$ cat config.mk
export PLATFORM = sky130hd
export DESIGN_NAME = mem_wb_pipe_reg
export DESIGN_NICKNAME = d
export VERILOG_FILES = /design/src/rtl/mem_wb_pipe_reg.sv
export SDC_FILE = /design/constraint.sdc
export NUM_CORES = 1
export LEC_CHECK = 0
export ABC_AREA = 1
export BUFFER_PORTS_ARGS = -buffer_cell sky130_fd_sc_hd__buf_4
export CAP_MARGIN = 20
export CORE_MARGIN = 1
export CORE_UTILIZATION = 44
export CTS_CLUSTER_DIAMETER = 80
export DETAILED_ROUTE_END_ITERATION = 6
export PLACE_DENSITY = 0.8
export SLEW_MARGIN = 25
export SYNTH_ARGS = -nofsm -noshare
export SYNTH_HDL_FRONTEND = slang
export SYNTH_SLANG_ARGS = --single-unit
$ cat constraint.sdc
create_clock -name Clk -period 1.3 [get_ports Clk]
set_input_delay 0.195 -clock Clk [delete_from_list [all_inputs] [get_ports Clk]]
set_output_delay 0.195 -clock Clk [all_outputs]
set_load 0.01 [all_outputs]
$ cat src/rtl/mem_wb_pipe_reg.sv
// MEM/WB pipeline register: captures MEM-stage results for write-back, with stall,
// flush (bubble) and a retired-instruction counter.
module mem_wb_pipe_reg #(
  parameter int unsigned DATA_WIDTH     = 32,
  parameter int unsigned REG_ADDR_WIDTH = 5,
  parameter int unsigned CNT_WIDTH      = 32
) (
  input  logic                      Clk,
  input  logic                      Reset,
  input  logic                      Stall,
  input  logic                      Flush,
  input  logic                      In_Valid,
  input  logic [DATA_WIDTH-1:0]     In_ALUResult,
  input  logic [DATA_WIDTH-1:0]     In_MemReadData,
  input  logic                      In_RegWrite,
  input  logic                      In_MemToReg,
  input  logic [REG_ADDR_WIDTH-1:0] In_WriteReg,
  output logic                      Out_Valid,
  output logic [DATA_WIDTH-1:0]     Out_ALUResult,
  output logic [DATA_WIDTH-1:0]     Out_MemReadData,
  output logic                      Out_RegWrite,
  output logic                      Out_MemToReg,
  output logic [REG_ADDR_WIDTH-1:0] Out_WriteReg,
  output logic [CNT_WIDTH-1:0]      Out_RetireCount
);

  logic                      valid_d;
  logic [DATA_WIDTH-1:0]     alu_d;
  logic [DATA_WIDTH-1:0]     mem_d;
  logic                      regwrite_d;
  logic                      memtoreg_d;
  logic [REG_ADDR_WIDTH-1:0] writereg_d;
  logic [CNT_WIDTH-1:0]      cnt_d;

  // Next-stage contents: flush loads a bubble, stall holds, otherwise load.
  always_comb begin
    valid_d    = Out_Valid;
    alu_d      = Out_ALUResult;
    mem_d      = Out_MemReadData;
    regwrite_d = Out_RegWrite;
    memtoreg_d = Out_MemToReg;
    writereg_d = Out_WriteReg;
    cnt_d      = Out_RetireCount;
    if (Flush) begin
      valid_d    = 1'b0;
      alu_d      = '0;
      mem_d      = '0;
      regwrite_d = 1'b0;
      memtoreg_d = 1'b0;
      writereg_d = '0;
    end else if (!Stall) begin
      valid_d    = In_Valid;
      alu_d      = In_ALUResult;
      mem_d      = In_MemReadData;
      // Writes to $zero or from empty slots never reach the register file.
      regwrite_d = In_RegWrite & In_Valid & (In_WriteReg != '0);
      memtoreg_d = In_MemToReg;
      writereg_d = In_WriteReg;
      if (In_Valid) cnt_d = Out_RetireCount + CNT_WIDTH'(1);
    end
  end

  always_ff @(posedge Clk or negedge Reset) begin
    if (!Reset) begin
      Out_Valid       <= 1'b0;
      Out_ALUResult   <= '0;
      Out_MemReadData <= '0;
      Out_RegWrite    <= 1'b0;
      Out_MemToReg    <= 1'b0;
      Out_WriteReg    <= '0;
      Out_RetireCount <= '0;
    end else begin
      Out_Valid       <= valid_d;
      Out_ALUResult   <= alu_d;
      Out_MemReadData <= mem_d;
      Out_RegWrite    <= regwrite_d;
      Out_MemToReg    <= memtoreg_d;
      Out_WriteReg    <= writereg_d;
      Out_RetireCount <= cnt_d;
    end
  end

endmodule

# Yosys cells after proc, flatten, opt, wreduce, memory -nomap -nowiden
# Index checks and enable logic that the tools add are counted.
[totals]
output_inout_bits = 104
inputBits = 76
register_bits = 104
elab_cells = 27
[op_classes]
add_sub_neg = 1
bitwise = 4
n_eq_ne = 1
n_reduce_logical = 2
mux = 12
[op_table]
columns = ["cell", "count"]
rows = [
  ["$mux W32", 4],
  ["$add A32 B1 Y32 const B", 1],
  ["$mux W5", 2],
  ["$mux W1", 6],
  ["$reduce_bool A5 Y1", 1],
  ["$reduce_and A3 Y1", 1],
  ["$and A1 B1 Y1", 2],
  ["$ne A2 B1 Y1 const B", 1],
  ["$not A1 Y1", 2],
]

# Longest topological paths before layout
# Gate-level depths: netlist of run 1.
[logic_depth]
word_depth = 4
mapped_depth = 10
mapped_depth_nobuf = 9

# Worst setup path after synthesis of run 1
# OpenSTA, ideal clock, no wires.
[synth_timing]
kind = "register -> register"
from = "register Out_RetireCount[1]"
to = "register Out_RetireCount[14]"
t_arrival_ns = 1.258
stages_incl_launch_ff = 8
setup_slack_ns = -0.079
required_time_ns = 1.179
path_buffers = 0
synth_period_minus_slack_ns = 1.379
setup_time_ns = 0.121
cell_sequence = "dfrtp_1 > ha_1 > nand3_1 > nor2_4 > nand2_1 > nor2_1 > nand2_1 > xor2_1"
[synth_between]
elab_chain_len = 1
[synth_rtl]
columns = ["element", "line", "rtl"]
rows = [
  ["from (decl)", "24", "output logic [CNT_WIDTH-1:0] Out_RetireCount"],
  ["from (signal assigned)", "79", "Out_RetireCount <= cnt_d;"],
  ["$add A32 B1 Y32", "59", "if (In_Valid) cnt_d = Out_RetireCount + CNT_WIDTH'(1);"],
]
# Every way passes these cells.
# A chain may end at the register's enable or synchronous reset.

# Worst setup path after layout of run 1
[layout_timing]
from = "register Out_RetireCount[0]"
to = "register Out_RetireCount[24]"
# Same word-level chain as after synthesis.

==> results.ini, run 1 <==
[die]
core-area_mm2 = 0.0102
die_x_um = 104
start_util = 0.452
io_pins = 180
num_rows = 37
dieArea_mm2 = 0.0109
die_y_um = 104

[global_route]
grt_usage = 0.249
grt_pass1_vias = 4419
antenna_found_initial = 0
grt_max_degree = 73
grt_pass1_wl_mm = 21.6
grt_overflow = 0

[drt]
ant_nets = 0
drt-total-wl_mm = 14.0
wl_per_cell_um = 14.9
route.detailed.drc = 0
drt_iter0_markers = 388
viasPerCell = 5.07
dr.pass1.iters = 5
vias = 4748

[finish]
design_area_mm2 = 0.00710
syn2layout_area_growth_pct = 53.6
antenna_cells = 0
post-route-util = 0.694
fillCellCount = 778
drive_above_1_share = 0.406
fin_nets = 873

[min_path]
hold_start = In_MemReadData[29]
hp-class = in -> reg

[synth]
synth.distinct_cells = 24
syn_nets = 633
synthTopCellsByArea = dfrtp_1 56%, nand2_1 17%, nand3_1 10%, inv_1 3.1%, nor2_1 3.1%
synth_area_leader_cell = dfrtp_1
synthTopCellsByCount = 209 x nand2_1, 104 x dfrtp_1, 95 x nand3_1
ys_warn_count = 0
synth_top_area_share = 0.563
syn_inst = 556
post-synth-top-count-cell = nand2_1
ys_ff_latch = 104
seq_area_frac_synth = 0.563
syn_area_per_cell_um2 = 8.31
synth_top_flop_cell = dfrtp_1
synth_edf_count = 0
synth_area_mm2 = 0.00462
async_reset_ff_frac = 1.00

[clock_tree]
clk_latency_ns = 0.37
tritoncts = done
cts_sinks = 104
htreeDepth = 3
path_clk_slew_ns = 0.10
clock_path_buffers = 2
clockRootBuffer = clkbuf_8
cts_buffers = 9

[pwr]
p_total_w = 0.00709
power_leakage_nw = 3.86
power_density_mw_per_mm2 = 999
vdd_drop_max_uv = 592

[timing]
hold_violations = 0
fin_skew_ns = 0.00847
finalSetupViolCount = 18
rsz0062_at_grt = yes
max_freq_ghz = 0.721
fin_ws_ns = -0.0862
final_max_slew_viol_count = 0
slew_headroom = 0.513
holdWs_ns = 0.0155
period_share = 1.07
tightest_slew_ns = 0.730
period_minus_slack_ns = 1.39

[place]
portBuffers = 179
dpl.hpwl_mm = 9.87
place_area_mm2 = 0.00653
gp_congestion = 0.884

[setup_path]
path_max_fanout = 3
critPathLaunchType = flop
crit_start = Out_RetireCount[0]
worstPathRequired_ns = 1.56
end_kind = flop
critical_path_class = reg -> reg
reg2reg_from = Out_RetireCount[0]
cp.arrival_ns = 1.65

[status]
violations = negative setup slack
status = finished, violations left

[run]
cap_violations = 0

==> metrics by stage <==
step           setup slack [ns]  setup TNS [ns]  cells
2_1_floorplan           -0.0276         -0.0533    556
3_3_place_gp            -0.0934          -0.318    905
3_5_place_dp             -0.102           -1.77    905
4_1_cts                 -0.0544          -0.509    931
5_1_grt                  -0.149           -2.19    937
6_report                -0.0862          -0.720    937
==> worst max-delay path, cell delays in order, from the launching register on <==
cell and delay (ns):
dfrtp_2 0.43, ha_4 0.17, inv_2 0.04, nor2_1 0.07, nand2_1 0.07, nor2_1 0.12, nand3_1 0.14, o21ai_1 0.17
nand2_1 0.06
==> area by class of cell <==
class                   instances  area, µm²  share of cell area
clock buffers                   9        124              0.0175
clock inverters                 7       57.6             0.00811
inverters                      41        156              0.0220
multi-input cells             389       1970               0.278
flip-flops and latches        104       2610               0.368
well taps                     136        170              0.0240
repair buffers                251       2010               0.283
==> power by group <==
group | leakage, nW | total [W] | internal [W] | switching (W)
clock | 0.0873 | 0.00187 | 0.000716 | 0.00116
sequential | 1.37 | 0.00364 | 0.00345 | 0.000193
combinational | 2.40 | 0.00158 | 0.000830 | 0.000750
total | 3.86 | 0.00709 | 0.00499 | 0.00210
==> layer usage <==
layer,up-vias,routed length (µm),track usage
met5,-,0,0
met1,2269,5810,0.323
met2,222,6920,0.420
met4,0,221,0.0827
li1,2234,-,-
met3,23,997,0.0464
==> registers in the layout, indices dropped and copies added (netlist names) <==
register / flops
Out_RetireCount: 32
Out_MemReadData: 32
Out_Valid: 1
Out_ALUResult: 32
Out_RegWrite: 1
Out_WriteReg: 5
Out_MemToReg: 1
==> logic make-up (layout without fill, tap and decap cells) <==
kind of cell / Yosys count / in the layout / share of synthesized area
flip-flops: 104 / 104 / 0.563
XOR/XNOR: 20 / 20 / 0.0379
buffers and inverters: 63 / 308 / 0.0528
AO/OA/AOI/OAI: 6 / 6 / 0.00677
AND/OR/NAND/NOR: 362 / 362 / 0.337
adder cells (fa/ha/maj): 1 / 1 / 0.00271
==> cells in the final DEF (no fill, tap or decap), drive strengths merged <==
cell         synthesis  final
buf                  8    249
nand2              210    210
dfrtp              104    104
nand3               95     95
nor2                45     45
inv                 41     42
xnor2               13     13
nand4                9      9
clkbuf              14      9
xor2                 7      7
o21ai                5      5
clkinv               0      4
clkinvlp             0      2
dlygate4sd3          0      2
and3                 1      1
nand3b               1      1
o22ai                1      1
nor3                 1      1
ha                   1      1
==> repair_timing <==
item	4_1_cts	5_1_grt
hold endpoints to repair	17	0
resized for setup	19	58
pin swaps	9	20
endpoints found under the setup margin	25	36
buffers inserted	8	8
hold buffers	2	0
==> path summary, 6_finish.rpt <==
path / end / slack, ns / cells past startpoint
hold reg to reg: Out_MemReadData[23] / 0.52 / 2
setup / recovery: Out_RetireCount[24] / -0.09 / 8
hold / removal: Out_MemReadData[29] / 0.02 / 3
max in group asynchronous: Out_RetireCount[20] / 0.53 / 3
setup reg to reg: Out_RetireCount[24] / -0.09 / 8
min in group asynchronous: Out_RetireCount[31] / 0.24 / 2
Power figures use the tool's default switching activity.
==> run 2, diff against run 1 <==
Settings changed: CORE_MARGIN 1 to 5.
==> results.ini, run 2 (synthesized netlist as in run 1, its figures left out) <==
[timing]
hold_violations = 0
rsz0062_at_grt = yes
max_freq_ghz = 0.686
fin_skew_ns = 0.00814
fin_ws_ns = -0.157
finalSetupViolCount = 19
period_minus_slack_ns = 1.46
tightest_slew_ns = 0.708
final_max_slew_viol_count = 0
fin_tns_setup_ns = -1.22
period_share = 1.12
slew_headroom = 0.528

[die]
die_y_um = 112
die_x_um = 112
start_util = 0.450
dieArea_mm2 = 0.0127
core-area_mm2 = 0.0103
num_rows = 37
io_pins = 180

[global_route]
grt_pass1_vias = 4763
grt_max_degree = 73
grt_use_met2 = 0.375
grt_usage = 0.223
grt.busiest_layer = met2
antenna_found_initial = 0
grt_overflow = 0
grt_pass1_wl_mm = 23.1
grt.met3_usage = 0.0598
met1_usage = 0.286

[clock_tree]
path_clk_slew_ns = 0.10
cts_sinks = 104
cts_buffers = 9
clk_latency_ns = 0.37
clockRootBuffer = clkbuf_8
clock_path_buffers = 2
htreeDepth = 3
tritoncts = done

[finish]
drive_above_1_share = 0.420
layout_commonest_cell = buf_4
fin_nets = 883
antenna_cells = 0
post-route-util = 0.714
syn2layout_area_growth_pct = 58.7
final_cell_mix = 218 x buf_4, 192 x nand2_1, 97 x dfrtp_1, 88 x nand3_1, 37 x inv_1
top_regs = Out_ALUResult x32, Out_MemReadData x32, Out_RetireCount x32

[drt]
route.detailed.drc = 0
wl_per_cell_um = 16.0
vias = 4945
drt-total-wl_mm = 15.2
dr.pass1.iters = 5
ant_nets = 0
viasPerCell = 5.22
drt_iter0_markers = 578

[place]
dpl.hpwl_mm = 10.7
portBuffers = 179
gp_congestion = 0.892

[status]
violations = negative setup slack
status = finished, violations left

[setup_path]
path_max_fanout = 4
worstPathRequired_ns = 1.58
cp.arrival_ns = 1.73
critPathLaunchType = flop
end_kind = flop
critical_path_class = reg -> reg

[min_path]
hp-class = in -> reg

[run]
cap_violations = 0

[pwr]
power_leakage_nw = 3.95
vdd_drop_max_uv = 727
power_density_mw_per_mm2 = 1020

==> run 2: cell types whose count changed in the layout (fill, tap and decap cells not counted), sizes merged <==
cell | before | now
bufinv | 0 | 2
dlygate4sd3 | 2 | 4
buf | 249 | 257
inv | 42 | 43
clkinv | 4 | 1
==> run 2: what timing repair did <==
action	CTS	global route
pin swaps	9	19
hold buffers	1	3
endpoints found under the hold margin	20	3
setup endpoints to repair	27	49
setup buffers	6	14
resized for setup	22	79
==> run 2: layer usage <==
metal	part of all wire	up-vias
met2	0.50	288
met3	0.092	43
met5	0	-
met4	0.020	0
li1	-	2246
met1	0.39	2368
==> run 2: path summary, 6_finish.rpt <==
check                                   start                  end  slack, ns  depth (start not counted)
max                        Out_RetireCount[1]  Out_RetireCount[26]      -0.16                          9
min                        In_MemReadData[27]  Out_MemReadData[27]       0.01                          3
max reg2reg                Out_RetireCount[1]  Out_RetireCount[26]      -0.16                          9
min reg2reg                  Out_ALUResult[5]     Out_ALUResult[5]       0.52                          2
max in group asynchronous               Reset  Out_RetireCount[11]       0.50                          3
min in group asynchronous               Reset    Out_ALUResult[30]       0.28                          2
==> run 2: stage by stage <==
step / setup slack [ns] / hold WS, ns / std cells / instance area, µm² / power [W]
CTS: -0.134 / 0.000560 / 931 / 6920 / 0.00740
global placement: -0.0431 / 0.120 / 908 / 6570 / 0.00496
detailed placement: -0.141 / 0.127 / 908 / 6570 / 0.00501
floorplan: -0.0276 / -0.101 / 556 / 4640 / 0.00410
global route: -0.315 / 0.000579 / 947 / 7330 / 0.00785
finish: -0.157 / 0.0145 / 947 / 7330 / 0.00750
==> run 2: critical path: stages, from the launching register on <==
cell	delay [ns]
dfrtp_2	0.43
ha_4	0.17
inv_2	0.04
nor2_1	0.07
nand2_1	0.09
nor2_1	0.14
buf_4	0.16
nand4_1	0.13
nand2_1	0.10
nand2_1	0.05
==> run 2: report_power, final <==
group	leakage (nW)	total [W]	internal (W)	switching (W)
sequential	1.37	0.00364	0.00345	0.000194
combinational	2.48	0.00161	0.000859	0.000749
clock	0.106	0.00226	0.00110	0.00115
==> run 2: final cells by class <==
type | count | area, µm²
Clock buffer | 9 | 124
Clock inverter | 7 | 101
Fill cell | 743 | 2940
Inverter | 41 | 156
Multi-Input combinational cell | 389 | 2010
Sequential cell | 104 | 2610
Tap cell | 136 | 170
Timing Repair Buffer | 261 | 2160
==> run 3, diff against run 2 <==
Settings changed: BUFFER_PORTS_ARGS -buffer_cell sky130_fd_sc_hd__buf_4 to -buffer_cell sky130_fd_sc_hd__buf_2.
==> results.ini, run 3 (synthesized netlist as in run 1, its figures left out) <==
[die]
io_pins = 180
start_util = 0.450
die_y_um = 112
core-area_mm2 = 0.0103
dieArea_mm2 = 0.0127
num_rows = 37
die_x_um = 112

[finish]
final_cell_mix = 194 x nand2_1, 168 x buf_2, 99 x dfrtp_1, 87 x nand3_1, 51 x buf_4
multi_input_area_mm2 = 0.00204
regArea_mm2 = 0.00261
antenna_cells = 0
layout_commonest_cell = nand2_1
final_cell_count_no_fill = 943
fillCellCount = 774
top_regs = Out_ALUResult x32, Out_MemReadData x32, Out_RetireCount x32
syn2layout_area_growth_pct = 48.1
drive_above_1_share = 0.414
design_area_mm2 = 0.00684
fin_nets = 879

[drt]
drt-total-wl_mm = 15.4
drt_iter0_markers = 374
dr.pass1.iters = 5
route.detailed.drc = 0
wl_per_cell_um = 16.3
vias = 4904
viasPerCell = 5.20
ant_nets = 0

[status]
violations = negative setup slack
status = finished, violations left

[setup_path]
critPathBufInv = 0
crit_cells = 6
critPathLaunchType = flop
cp.arrival_ns = 1.71
worst_path_max_delay_cell = dfrtp_1
critical_path_class = reg -> reg
path_delay_family = simple AND/OR/NAND/NOR gates
r2r_cells = 6
worstPathRequired_ns = 1.59
end_kind = flop
r2r_slack_ns = -0.12
path_max_fanout = 4
critPathMaxStageDelay_ns = 0.48
path_cells = nand2_2 > nor2_4 > nand2_2 > nor2_4 > nand3_1 > xnor2_1

[timing]
final_max_slew_viol_count = 0
tightest_slew_ns = 0.728
slew_headroom = 0.515
rsz0062_at_grt = yes
fin_ws_ns = -0.120
fin_skew_ns = 0.0115
finalSetupViolCount = 24
period_minus_slack_ns = 1.42
max_freq_ghz = 0.704
period_share = 1.09
hold_violations = 0

[pwr]
p_total_w = 0.00686
power_leakage_nw = 3.81
power_density_mw_per_mm2 = 1000
vdd_drop_max_uv = 587

[clock_tree]
cts_buffers = 9
clock_path_buffers = 2
clk_latency_ns = 0.38
htreeDepth = 3
cts_sinks = 104
tritoncts = done
path_clk_slew_ns = 0.11
clockRootBuffer = clkbuf_8

[place]
dp_cells = 905
place_area_mm2 = 0.00610
gp_congestion = 0.884
portBuffers = 179
dpl.hpwl_mm = 10.3

[global_route]
grt_pass1_vias = 4868
grt_max_degree = 73
grt_usage = 0.227
grt_overflow = 0
antenna_found_initial = 0
grt_pass1_wl_mm = 23.4

[min_path]
whs_path_depth = 3
hp-class = in -> reg

[run]
cap_violations = 0

==> run 3: changes by cell type in the layout (fill, tap and decap cells not counted), moves of 3 or more <==
cell,delta
nor2_4,+9
buf_2,+168
inv_2,+4
buf_6,-9
buf_4,-167
inv_1,-3
nor2_1,-5
nor2_2,-4
dlygate4sd3_1,+4
==> run 3: repair_timing <==
action,in CTS,in global routing
pin swaps,26,18
resized for setup,38,63
hold endpoints to repair,26,0
hold buffers,8,0
endpoints found under the setup margin,26,46
setup buffers,6,8
==> run 3: power breakdown <==
group	internal, W	switching, W	total [W]
clock	0.000756	0.00117	0.00192
sequential	0.00345	0.000176	0.00362
combinational	0.000588	0.000728	0.00132
==> run 3: final timing paths <==
path                                       end                start
setup / recovery           Out_RetireCount[20]  Out_RetireCount[12]
hold / removal               Out_ALUResult[12]     In_ALUResult[12]
setup reg to reg           Out_RetireCount[20]  Out_RetireCount[12]
hold reg to reg            Out_RetireCount[31]  Out_RetireCount[31]
max in group asynchronous    Out_ALUResult[20]                Reset
min in group asynchronous   Out_MemReadData[3]                Reset
==> run 3: routing by layer <==
metal	track usage	vias to the layer above	part of all wire
met5	0	-	0
met4	0.0665	0	0.031
met3	0.0474	53	0.084
met2	0.396	267	0.50
met1	0.284	2337	0.39
li1	-	2247	-
==> run 3: tightest hold or removal path, stage by stage <==
cell and delay [ns]:
buf_2 0.07, nand2_1 0.04, nand2_1 0.05
==> run 3: final cells by class <==
type | count | share of cell area
well taps | 136 | 0.0249
clock inverters | 6 | 0.00622
repair buffers | 257 | 0.246
flip-flops and latches | 104 | 0.381
multi-input cells | 389 | 0.299
clock buffers | 10 | 0.0201
inverters | 41 | 0.0225
==> run 3: per-stage QoR <==
step | utilization | hold slack (ns) | worst slack [ns] | TNS (ns)
floorplan | - | -0.101 | -0.0276 | -0.0533
global placement | 0.593 | 0.126 | -0.0755 | -0.573
detailed placement | 0.593 | 0.126 | -0.153 | -1.77
CTS | 0.636 | 0.00124 | -0.0884 | -0.714
global route | 0.666 | 0.00845 | -0.162 | -2.75
finish | 0.666 | 0.00634 | -0.120 | -1.09
